<file path="config.mk">
export PLATFORM = sky130hd
export DESIGN_NAME = ual_arbiter
export DESIGN_NICKNAME = d
export VERILOG_FILES = /design/src/rtl/ual_arbiter.sv
export SDC_FILE = /design/constraint.sdc
export NUM_CORES = 1
export LEC_CHECK = 0
export CORE_MARGIN = 1
export CORE_UTILIZATION = 43
export DETAILED_ROUTE_END_ITERATION = 8
export DONT_BUFFER_PORTS = 1
export PLACE_DENSITY = 0.57
export SETUP_SLACK_MARGIN = 0.2
export SYNTH_ARGS = -nofsm -noshare
export SYNTH_HDL_FRONTEND = slang
export SYNTH_SLANG_ARGS = --single-unit
export TNS_END_PERCENT = 30
</file>
<file path="constraint.sdc">
create_clock -name clk -period 6.08 [get_ports clk]
set_clock_uncertainty 0.15 [all_clocks]
set_input_delay 0.912 -clock clk [delete_from_list [all_inputs] [get_ports clk]]
set_output_delay 0.912 -clock clk [all_outputs]
set_load 0.02 [all_outputs]
</file>
<file path="src/rtl/ual_arbiter.sv">
// ual_arbiter: shares one ADD/SUB/AND unit between NREQ requesters.
// Requests are arbitrated round-robin. Each result is registered, tagged with
// the ID of the requester that won, and held until the consumer takes it.
//
// Handshake: a request transfers on a rising edge where req_valid[i] and
// req_ready[i] are both 1. A result transfers on a rising edge where
// resp_valid and resp_ready are both 1. A requester keeps its operands and
// opcode stable while its req_valid is 1. req_ready may depend
// combinationally on req_valid and resp_ready.
module ual_arbiter #(
  parameter int NREQ = 2,
  parameter int IDW  = $clog2(NREQ)
) (
  input  logic                 clk,
  input  logic                 reset_n,
  input  logic [NREQ-1:0]      req_valid,
  output logic [NREQ-1:0]      req_ready,
  input  logic [NREQ*32-1:0]   req_v1,
  input  logic [NREQ*32-1:0]   req_v2,
  input  logic [NREQ*8-1:0]    req_op,
  output logic                 resp_valid,
  input  logic                 resp_ready,
  output logic [IDW-1:0]       resp_id,
  output logic [31:0]          resp_data,
  output logic [31:0]          op_count
);

  // Opcode encodings understood by the shared unit.
  localparam logic [7:0] OP_ADD = 8'h01;
  localparam logic [7:0] OP_SUB = 8'h02;
  localparam logic [7:0] OP_AND = 8'h03;

  logic            resp_valid_q, resp_valid_d;
  logic [IDW-1:0]  resp_id_q, resp_id_d;
  logic [31:0]     resp_data_q, resp_data_d;
  logic [31:0]     op_count_q, op_count_d;
  logic [IDW-1:0]  ptr_q, ptr_d;

  logic            slot_free;
  logic            grant_any;
  logic [IDW-1:0]  grant_idx;
  logic [31:0]     ual_a, ual_b, ual_out;
  logic [7:0]      ual_op;

  // The output register can take a new result if it is empty or being drained.
  assign slot_free = !resp_valid_q || resp_ready;

  // Round-robin search from the pointer upward, wrapping modulo NREQ.
  always_comb begin
    int idx;
    idx       = 0;
    grant_any = 1'b0;
    grant_idx = '0;
    if (slot_free) begin
      for (int k = 0; k < NREQ; k++) begin
        idx = int'(ptr_q) + k;
        if (idx >= NREQ) idx = idx - NREQ;
        if (!grant_any && req_valid[idx]) begin
          grant_any = 1'b1;
          grant_idx = IDW'(idx);
        end
      end
    end
  end

  assign req_ready = grant_any ? (NREQ'(1) << grant_idx) : '0;

  // Route the winner's operands to the unit; drive zeros when idle.
  always_comb begin
    ual_a  = 32'h0;
    ual_b  = 32'h0;
    ual_op = 8'h00;
    if (grant_any) begin
      ual_a  = req_v1[32*int'(grant_idx) +: 32];
      ual_b  = req_v2[32*int'(grant_idx) +: 32];
      ual_op = req_op[8*int'(grant_idx) +: 8];
    end
  end

  // Shared unit: modular add/sub, bitwise and; anything else yields zero.
  always_comb begin
    ual_out = 32'h0;
    case (ual_op)
      OP_ADD:  ual_out = ual_a + ual_b;
      OP_SUB:  ual_out = ual_a - ual_b;
      OP_AND:  ual_out = ual_a & ual_b;
      default: ual_out = 32'h0;
    endcase
  end

  // Next state: a grant loads the register (even while draining, no bubble);
  // a drain without a grant empties it; otherwise everything holds.
  always_comb begin
    resp_valid_d = resp_valid_q;
    resp_id_d    = resp_id_q;
    resp_data_d  = resp_data_q;
    op_count_d   = op_count_q;
    ptr_d        = ptr_q;
    if (grant_any) begin
      resp_valid_d = 1'b1;
      resp_id_d    = grant_idx;
      resp_data_d  = ual_out;
      op_count_d   = op_count_q + 32'd1;
      ptr_d        = (grant_idx == IDW'(NREQ - 1)) ? '0 : grant_idx + IDW'(1);
    end else if (resp_valid_q && resp_ready) begin
      resp_valid_d = 1'b0;
    end
  end

  // State register; reset discards any pending result.
  always_ff @(posedge clk or negedge reset_n) begin
    if (!reset_n) begin
      resp_valid_q <= 1'b0;
      resp_id_q    <= '0;
      resp_data_q  <= 32'h0;
      op_count_q   <= 32'h0;
      ptr_q        <= '0;
    end else begin
      resp_valid_q <= resp_valid_d;
      resp_id_q    <= resp_id_d;
      resp_data_q  <= resp_data_d;
      op_count_q   <= op_count_d;
      ptr_q        <= ptr_d;
    end
  end

  assign resp_valid = resp_valid_q;
  assign resp_id    = resp_id_q;
  assign resp_data  = resp_data_q;
  assign op_count   = op_count_q;

endmodule

</file>
### Word level (Yosys, flattened, before mapping)

Index checks and enable logic that the tools add are counted.

* input port bits: 149
* word-level logic and storage cells: 55
* bits in registers: 67
* output and inout port bits: 68

* bitwise logic cells: 1
* magnitude comparators: 4
* equality and inequality tests: 3
* shifts and indexed selects: 4
* reductions and logical operators: 6
* muxes and demuxes: 25
* add/subtract/negate cells: 7

Operators by type and width (number)
* $mux W32: 6
* $shiftx A64 B7 Y32: 2
* $pmux W32 S3: 1
* $lt A32 B3 Y1 const B: 2
* $add A32 B1 Y32 const B: 1
* $add A32 B32 Y32: 1
* $and A32 B32 Y32: 1
* $sub A32 B32 Y32: 1
* $eq A8 B2 Y1 const B: 2
* $mux W1: 16
* $shiftx A16 B5 Y8: 1
* $eq A8 B1 Y1 const B: 1
* $mux W8: 1
* $sub A1 B2 Y3 const B: 1
* $sub A2 B2 Y3 const B: 1
* $add A1 B1 Y2 const B: 1
* $ge A1 B2 Y1 const B: 1
* $ge A2 B2 Y1 const B: 1
* $logic_and A1 B1 Y1: 2
* $logic_not A1 Y1: 2
* $mux W2: 1
* $reduce_bool A2 Y1: 1
* $shl A1 B1 Y2 const A: 1
* $add A1 B1 Y1 const B: 1
* $logic_or A1 B1 Y1: 1

### Longest topological paths before layout

* depth after elaboration: 16
* mapped depth: 29
* gate-level depth less buffers: 23

### Least setup slack after synthesis

Ideal clock, no wire load.

* path kind: input-to-reg
* start: in resp_ready
* end: reg resp_data_q[29] (netlist: resp_data[29])
* data required time: 5796 ps
* cell stages on the path: 27
* buffers on the path: 5
* data arrival time: 5394 ps
* path slack: 402 ps
* setup time: 134 ps
* cell sequence: nand2b_4 > buf_6 > nand3_2 > inv_2 > buf_6 > clkbuf_1 > clkbuf_1 > buf_1 > a22o_1 > inv_1 > ha_1 > inv_1 > a31oi_1 > nand4_1 > nor3_2 > and3_1 > nand2_1 > or2_1 > o21ai_1 > xor2_1 > ha_1 > a21o_1 > a21o_1 > a211o_1 > a41o_1 > a32oi_1 > o21ai_0

* word-level cells in the longest chain between the ends: 6
* elaborated cells on any way between the ends: 16
* classes of those cells: 2 x add/sub; 3 x eq/ne; 3 x shift; 6 x mux; 1 x bitwise; 1 x reduce/logical

Ends and longest elaborated chain
* start, declared: line 22 `input logic resp_ready,`
* $logic_or A1 B1 Y1 *: line 46 `assign slot_free = !resp_valid_q || resp_ready;`
* $mux W1: line 54 `if (slot_free) begin`
* $shiftx A64 B7 Y32 (tied with other cells): line 74 `ual_a = req_v1[32*int'(grant_idx) +: 32];`
* $mux W32 or $mux W8 (tied branches): line 73 `if (grant_any) begin`
* $sub A32 B32 Y32 (tied with other cells): line 85 `OP_SUB: ual_out = ual_a - ual_b;`
* $pmux W32 S3: line 83 `case (ual_op)`
* end signal, assigned: line 121 `resp_data_q <= resp_data_d;`
* end, declared: line 35 `logic [31:0] resp_data_q, resp_data_d;`

Mark *: on every way between the ends. The rest lies on a longest branch, timed or not.
A chain may end at the register's enable or synchronous reset.

### Final worst setup path

* start: in resp_ready
* end: reg resp_data_q[28] (netlist: resp_data[28])

Same word-level chain as after synthesis.

==> out/metrics.yaml <==
synthesis:
  yosys.cell_types.count: 74
  netlist_area_sq_um: 6110
  syn-mean-instance-area_sq_um: 8.52
  synth_edf_count: 0
  ys_seq_area_share_pct: 27.4
  async_flop_share_pct: 100
  synth-main-ff-cell: "dfrtp_1"
  syn_nets: 901
  synth_seq_cells: 67
  synth_area_leaders: "dfrtp_1, a22o_1, xnor2_1"
  synthCells: 717
  synth_top_cell_by_area: "dfrtp_1"
  synth_top_cell_area_share_pct: 27.4
  synth_warnings: 0
setup_path:
  cp_data_arrival_time_ns: 5.20
  path_class: "input pin to flop"
  cp_data_required_time_ns: 6.14
  crit_path_top_delay_cell: "fa_1"
  start_kind: "input pin"
  cp_cell_sequence: "nand2b_4, nand2_4, inv_2, a221oi_1, a32o_1, and2_1, o21ai_0, fa_1, a21o_1, a221oi_1, o22ai_1, a31oi_1, o21ai_1, a41o_1, and4b_1, o22ai_1, o311ai_1"
  crit_fanout: 11
  endpoint_kind: "flop"
  slowest_delay_ns: 0.48
final_layout:
  layout_common_cells: "dfrtp_1, a22o_1, nor2_1"
  nets: 890
  design_area_sq_um: 6620
  area_growth_pct: 8.25
  fillCellCount: 1361
  mostFrequentLayoutCell: "dfrtp_1"
  drive_gt1_share_pct: 6.90
  diodes: 0
pwr:
  power_density_nw_per_um2: 291
  p_leak_nw: 2.91
  peakVddDrop_mv: 0.186
drt:
  drt-initial-drc-count: 393
  drc_errors: 0
  via_count: 5759
  totalWireLength_um: 19300
  drt-wirelength-per-cell_um: 21.6
  vias_per_cell: 6.47
  ant_nets: 0
  firstDrtPassIters: 5
die:
  rows: 43
  initial_utilization_pct: 44.0
  ios: 217
  die_area_sq_um: 14700
  fp.dieW_um: 121
  core-area_sq_um: 13900
  dieHeight_um: 121
clock_network:
  clk_pin_slew_ns: 0.06
  ctsRootBufferMaster: "clkbuf_16"
  numClockSinks: 67
  ctsResizeCount: 0
  post_cts_buffers: 0
  postCtsHoldBufs: 0
  clockBufferDepth: 2
  clock_latency_ns: 0.35
  htree_levels: 3
  cts_made_buffers: 9
  cts_tree: "done"
global_routing:
  grt_pass1_vias: 5650
  use_met2_pct: 43.6
  top_usage_layer: "met2"
  grt.total_usage_pct: 26.6
  grt_util_met1_pct: 34.1
  grt_pass1_wl_um: 30100
  grt_max_degree: 68
  grt-ovfl-total: 0
  use_met3_pct: 6.11
  antenna_found_initial: 1
sta:
  min_period_ns: 5.15
  setup_viol: 0
  maxSlewViolCount: 0
  min_period_over_period_pct: 84.7
  setup_tns_ns: 0
  max_slew_margin_pct: 40.6
  rsz0062_at_grt: "no"
  finalHoldViolations: 0
  tightest_slew_ns: 0.891
  clock.fmax_mhz: 194
place:
  place_congestion: 0.879
  portBuffers: 0
  dpl.hpwl_um: 14600
  placed_area_sq_um: 6270
hold_path:
  hold_path_class: "input pin to async pin"
status:
  status: "finished, final reports clean"
run:
  maxCapViolations: 0
[area by class of cell]
class,count,area (sq um),area share (%)
well taps,180,225,3.40
multi-input cells,599,4220,63.8
flip-flops and latches,67,1680,25.3
repair buffers,11,82.6,1.25
inverters,18,67.6,1.02
clock inverters,6,115,1.74
clock buffers,9,225,3.40
[sequential cells by signal (all words and copies together) (netlist names)]
register,flops
resp_valid,1
resp_data,32
ptr_q,1
resp_id,1
op_count,32
[worst max-delay path: cells and delay by family]
kind            cells  cell delay, ns
fa+ha+maj           1            0.48
simple gates        4            0.91
buf+inv             1            0.11
compound gates     11            2.79
[metal layers]
layer	vias to the layer above	wire (um)
met5	-	0
met4	0	363
met3	26	1430
met2	244	9170
met1	2760	8280
li1	2729	-
[cells by family after synthesis]
family                   Yosys count  synth area share (%)
AND/OR/NAND/NOR                  213                  17.3
flip-flops                        67                  27.4
buffers and inverters             51                  3.62
XOR/XNOR                          89                  12.8
AO/OA/AOI/OAI                    262                  31.6
adder cells (fa/ha/maj)           35                  7.29
[through the flow]
step	instances	util [%]	total power, W	hold WS, ns	setup slack [ns]
after floorplan	717	-	0.00117	0.367	0.402
after global placement	875	45.2	0.00130	0.425	0.746
after detailed placement	875	45.2	0.00131	0.434	0.593
after CTS	890	47.7	0.00194	0.0942	0.954
after global routing	890	47.7	0.00204	0.0948	0.597
final	890	47.7	0.00193	0.107	0.933
[power by group]
group / total, W / leakage, nW / internal (W) / switching (W)
combinational: 0.000647 / 1.86 / 0.000274 / 0.000373
clock: 0.000618 / 0.162 / 0.000400 / 0.000218
sequential: 0.000663 / 0.888 / 0.000512 / 0.000151
total: 0.00193 / 2.91 / 0.00119 / 0.000742
[worst paths after layout]
| path | from | endpoint | slack, ns | depth (start not counted) |
|---|---|---|---|---|
| setup / recovery | resp_ready | resp_data[28]$_DFFE_PN0P_ | 0.93 | 17 |
| hold / removal | reset_n | resp_data[24]$_DFFE_PN0P_ | 0.11 | 0 |
| setup reg to reg | resp_valid$_DFFE_PN0P_ | resp_data[28]$_DFFE_PN0P_ | 0.98 | 17 |
| hold reg to reg | ptr_q$_DFFE_PN0P_ | ptr_q$_DFFE_PN0P_ | 0.45 | 2 |
| max in group asynchronous | reset_n | resp_data[1]$_DFFE_PN0P_ | 5.54 | 0 |
| min in group clk | ptr_q$_DFFE_PN0P_ | ptr_q$_DFFE_PN0P_ | 0.45 | 2 |
[cell usage after synthesis, drive strengths merged, types with 8 or more instances]
cell type,number
a21o,13
o21ai,65
xnor2,52
a32oi,34
xor2,37
nand3,22
clkbuf,22
nand4,14
buf,11
o22ai,10
inv,17
a21oi,26
nor3,16
nand2,58
dfrtp,67
and3,9
nor2,59
a22o,60
ha,34
a31oi,8
(Power assumes the default switching activity.)
